==> config.mk <==
export PLATFORM = sky130hd
export DESIGN_NAME = pwm_ramp_ctrl
export DESIGN_NICKNAME = d
export VERILOG_FILES = /design/src/rtl/pwm_ramp_ctrl.sv
export SDC_FILE = /design/constraint.sdc
export NUM_CORES = 1
export LEC_CHECK = 0
export CELL_PAD_IN_SITES_DETAIL_PLACEMENT = 0
export CELL_PAD_IN_SITES_GLOBAL_PLACEMENT = 2
export CORE_MARGIN = 2
export CORE_UTILIZATION = 38
export CTS_CLUSTER_SIZE = 25
export DETAILED_ROUTE_END_ITERATION = 6
export HOLD_SLACK_MARGIN = 0.15
export PLACE_DENSITY_LB_ADDON = 0.1
export REMOVE_ABC_BUFFERS = 1
export SYNTH_ARGS = -nofsm -noshare
export SYNTH_HDL_FRONTEND = slang
export SYNTH_SLANG_ARGS = --single-unit
export TNS_END_PERCENT = 10
==> constraint.sdc <==
create_clock -name clk -period 5.9 [get_ports clk]
set_input_delay 1.18 -clock clk [delete_from_list [all_inputs] [get_ports clk]]
set_output_delay 1.18 -clock clk [all_outputs]
set_load 0.05 [all_outputs]
==> src/rtl/pwm_ramp_ctrl.sv <==
// PWM generator whose duty level ramps one eighth at a time toward a requested
// speed, holding each step for a fixed number of PWM periods.
module pwm_ramp_ctrl #(
  parameter int PRESCALE      = 1,
  parameter int DWELL_PERIODS = 4
) (
  input  logic       clk,
  input  logic       rst_n,
  input  logic       req_valid,
  input  logic       req_enable,
  input  logic [2:0] req_speed,
  output logic       req_ready,
  output logic       pwm_out,
  output logic [2:0] cur_speed,
  output logic       busy,
  output logic       active
);

  typedef enum logic [1:0] {IDLE, RAMP, RUN} state_t;

  state_t      state;
  state_t      state_next;
  logic [15:0] presc;
  logic        tick;
  logic [2:0]  cnt;
  logic        period_end;
  logic [7:0]  dwell;
  logic [2:0]  target;
  logic [2:0]  req_target;
  logic [2:0]  step_speed;
  logic        accept;
  logic        step;
  logic        arrive;

  assign tick       = (presc == 16'(PRESCALE - 1));
  assign period_end = tick && (cnt == 3'd7);
  assign req_target = req_enable ? req_speed : 3'd0;
  assign accept     = req_valid && req_ready;
  assign step       = (state == RAMP) && period_end && (dwell == 8'(DWELL_PERIODS - 1));
  assign step_speed = (target > cur_speed) ? cur_speed + 3'd1 : cur_speed - 3'd1;
  assign arrive     = step && (step_speed == target);

  // Prescaler and period counter run in every state so PWM phase never jumps.
  // NOTE: state registers use non-blocking assignments so every flop samples
  // the pre-edge values of the others, independent of block ordering.
  always_ff @(posedge clk) begin
    if (!rst_n) begin
      presc <= 16'd0;
      cnt   <= 3'd0;
    end else begin
      presc <= tick ? 16'd0 : presc + 16'd1;
      if (tick) cnt <= cnt + 3'd1;
    end
  end

  always_ff @(posedge clk) begin
    if (!rst_n) state <= IDLE;
    else        state <= state_next;
  end

  // NOTE: the default assignment first keeps this block free of inferred latches.
  always_comb begin
    state_next = state;
    unique case (state)
      IDLE, RUN: if (accept && (req_target != cur_speed)) state_next = RAMP;
      RAMP:      if (arrive) state_next = (target == 3'd0) ? IDLE : RUN;
      default:   state_next = IDLE;
    endcase
  end

  always_comb begin
    req_ready = (state != RAMP);
    busy      = (state == RAMP);
    active    = (state != IDLE);
  end

  // Speed only moves at a period_end, so each PWM period uses a single level.
  // Acceptance and ramping are exclusive because req_ready is low in RAMP.
  always_ff @(posedge clk) begin
    if (!rst_n) begin
      cur_speed <= 3'd0;
      target    <= 3'd0;
      dwell     <= 8'd0;
      pwm_out   <= 1'b0;
    end else begin
      pwm_out <= (state != IDLE) && (cnt < cur_speed);
      if (accept) begin
        target <= req_target;
        dwell  <= 8'd0;
      end else if ((state == RAMP) && period_end) begin
        if (step) begin
          dwell     <= 8'd0;
          cur_speed <= step_speed;
        end else begin
          dwell <= dwell + 8'd1;
        end
      end
    end
  end

endmodule

==> qor.log <==
INFO  run_status     status=finished, final reports clean
INFO  clocking       postCtsSetupBuffers=0
INFO  route          remaining_drc_errors=0
INFO  floorplan      design.portCount=14
INFO  run            max_cap_viols=0
INFO  timing         max_freq=0.323GHz
INFO  logic_synthesis syn-mean-instance-area=8.58µm²
INFO  final_layout   final_core_util=0.447
INFO  clocking       cts_resized=0
INFO  logic_synthesis yosysSeqAreaShare=0.370
INFO  final_layout   finalNetCount=262
INFO  clocking       cts-htree-levels=2
INFO  hold_path      hold_path_class=flip-flop to flip-flop
INFO  timing         totalNegativeSetupSlack=0ps
INFO  route          wl_per_cell=12.8µm
INFO  timing         hold_viol=0
INFO  route          routed_wirelength=4.04mm
INFO  final_layout   layout_common_cells=dfxtp_1, nor2_1, nand2_1
INFO  floorplan      initial_core_util=0.386
INFO  critical_path  timing_worst_setup_path_type=flip-flop to output pin
INFO  clocking       clk_path_buf_depth=2
INFO  clocking       clock_sink_count=36
INFO  global_route   grt_start_max_net_pins=16
INFO  critical_path  ff2ff_setup_slack=2840ps
INFO  floorplan      floorplan.die.width=75.6µm
INFO  final_layout   final_cell_area=2250µm²
INFO  logic_synthesis postSynthCellCount=227
INFO  critical_path  crit_path_cell_trace=nand2b_1, clkinv_1, clkdlybuf4s50_1
INFO  logic_synthesis postSynth.asyncResetShare=0
INFO  floorplan      placement_rows=26
INFO  place          postPlaceCellArea=2150µm²
INFO  logic_synthesis synth-seq-cells=36
INFO  timing         fin_crit=3100ps
INFO  place          gpl.final_weighted_congestion=0.812
INFO  logic_synthesis synth_top_flop_cell=dfxtp_1
INFO  timing         worst-slew-pin-transition=671ps
INFO  global_route   track_usage=0.160
INFO  clocking       clk-insertion-delay-late=280ps
INFO  place          place_hpwl=3.07mm
INFO  final_layout   num_antenna_cells=0
INFO  critical_path  worst-path-buf-inv=2
INFO  clocking       cts-hold-fix-buffers=0
INFO  critical_path  slowest_stage=clkdlybuf4s50_1
INFO  critical_path  setup.worst_path.end_class=output pin
INFO  power          power.density_cell_area=241nW/µm²
INFO  final_layout   post_route_cells_drive_above_1_share=0.0776
INFO  critical_path  critical-path-top-delay-family=buffers and inverters
INFO  timing         setup_slack=2800ps
INFO  route          drtIter0Drc=59
INFO  place          pre_cts_ws=2800ps
INFO  logic_synthesis netlist_cell_types=47
INFO  route          detail_route.first_pass.iterations=4
INFO  logic_synthesis ys_warn_count=0
INFO  global_route   grt_antenna_before_repair=0
INFO  logic_synthesis synth_enable_flop_cells=0
INFO  timing         pins_over_their_slew_limit=0
INFO  clocking       cell_at_the_root_of_the_clock_tree=clkbuf_8
INFO  route          detail-route-antenna-nets=0
INFO  final_layout   nFillCells=513
INFO  final_layout   layout.cells.most_common=dfxtp_1
INFO  floorplan      die_ht=75.6µm
INFO  final_layout   ff_latch_area=721µm²
INFO  global_route   grt_pass1_vias=1482
INFO  place          port-buffer-count=13
INFO  critical_path  setup.worst_path.start_class=flip-flop
INFO  clocking       cts.reportedPaths.clkPinSlew=70ps
INFO  critical_path  critPathArrivalTime=1920ps
INFO  critical_path  cp_max_fo=8
INFO  place          placed_cells=307
INFO  route          avgViaCountPerCell=5.08
INFO  power          power=543µW
INFO  final_layout   layout-area-overhead-vs-synth=15.7%
INFO  global_route   grt_remaining_overflow=0
INFO  timing         worst_slew_margin_rel=0.548
INFO  critical_path  timing.critical_path.required=4720ps
INFO  clocking       numCtsBuffers=5
INFO  final_layout   multi_input_comb_area=1160µm²
INFO  final_layout   instances_no_fill=315
INFO  critical_path  cp_slowest_stage_delay=790ps
INFO  global_route   grt_pass1_wl=6.92mm
INFO  route          route.vias.total=1599
INFO  logic_synthesis summed_instance_area_of_the_synthesized_netlist=1950µm²
INFO  timing         fin_hold_ws=475ps
INFO  floorplan      dieArea=5720µm²
INFO  power          power.static_leakage=0.782nW
INFO  floorplan      core_region_area=5040µm²
INFO  timing         layout_worst_path_cycle_share=0.525
INFO  timing         worst_clock_skew=5.00ps
INFO  power          vdd_ir_drop_max=0.113mV
INFO  timing         report.final.setup_viol=0
INFO  timing         grt_setup_unrepaired=false
INFO  clocking       cts_tree=yes
report_power, final:
group	leakage [nW]	switching (mW)	internal (mW)
Sequential	0.291	0.00435	0.248
Combinational	0.435	0.0491	0.0281
Clock	0.0552	0.0887	0.125
synthesized netlist by cell type (all sizes together), types with 2 or more instances:
cell type,n,area (µm²)
nand2,26,97.6
a31o,2,17.5
and4,4,36.3
xor2,14,123
ha,10,125
clkbuf,2,7.51
dfxtp,36,721
nor3,4,20.0
o21ai,7,35.0
or3b,2,17.5
nor2,28,105
or4,2,15.0
or3,4,26.3
inv,11,41.3
nor4,7,71.3
xnor2,8,70.1
nand2b,3,18.8
a21oi,12,60.1
nand4,7,43.8
nand3,12,72.6
and3,5,31.3
sequential cells by signal (all words and copies together) (netlist names):
register / cells
target: 3
state: 2
pwm_out: 1
cnt: 3
cur_speed: 3
dwell: 8
presc: 16
cell families after synthesis:
family,count (synthesis),synth area share
simple gates,111,0.318
flops,36,0.370
compound gates,31,0.101
xor+xnor,22,0.0989
buf+inv,15,0.0328
fa+ha+maj,11,0.0745
mux,1,0.00514
per-layer routing:
metal  track usage  wire length, µm
met5             0                0
met2         0.267             1920
met4        0.0409               42
met3        0.0357              125
met1         0.211             1950
layout make-up:
cell class / count / area share
multi-input combinational: 176 / 0.516
sequential: 36 / 0.320
timing repair buffer: 13 / 0.0577
tap: 70 / 0.0388
clock buffer: 6 / 0.0322
inverter: 12 / 0.0200
clock inverter: 2 / 0.0155
worst min-delay path: cells and delay by family, from the launching register on:
family / cells / cell delay, ps
DFF: 1 / 330
and+or+nand+nor: 1 / 60
AOI/OAI and AO/OA: 1 / 50
path summary, 6_finish.rpt:
path	from	endpoint	depth (start not counted)
worst max-delay path	state[1]	busy	3
worst min register to register	target[0]	target[0]	2
worst max register to register	cur_speed[1]	state[0]	11
worst min-delay path	target[0]	target[0]	2
Note: power is estimated with default switching activity, not from simulation.
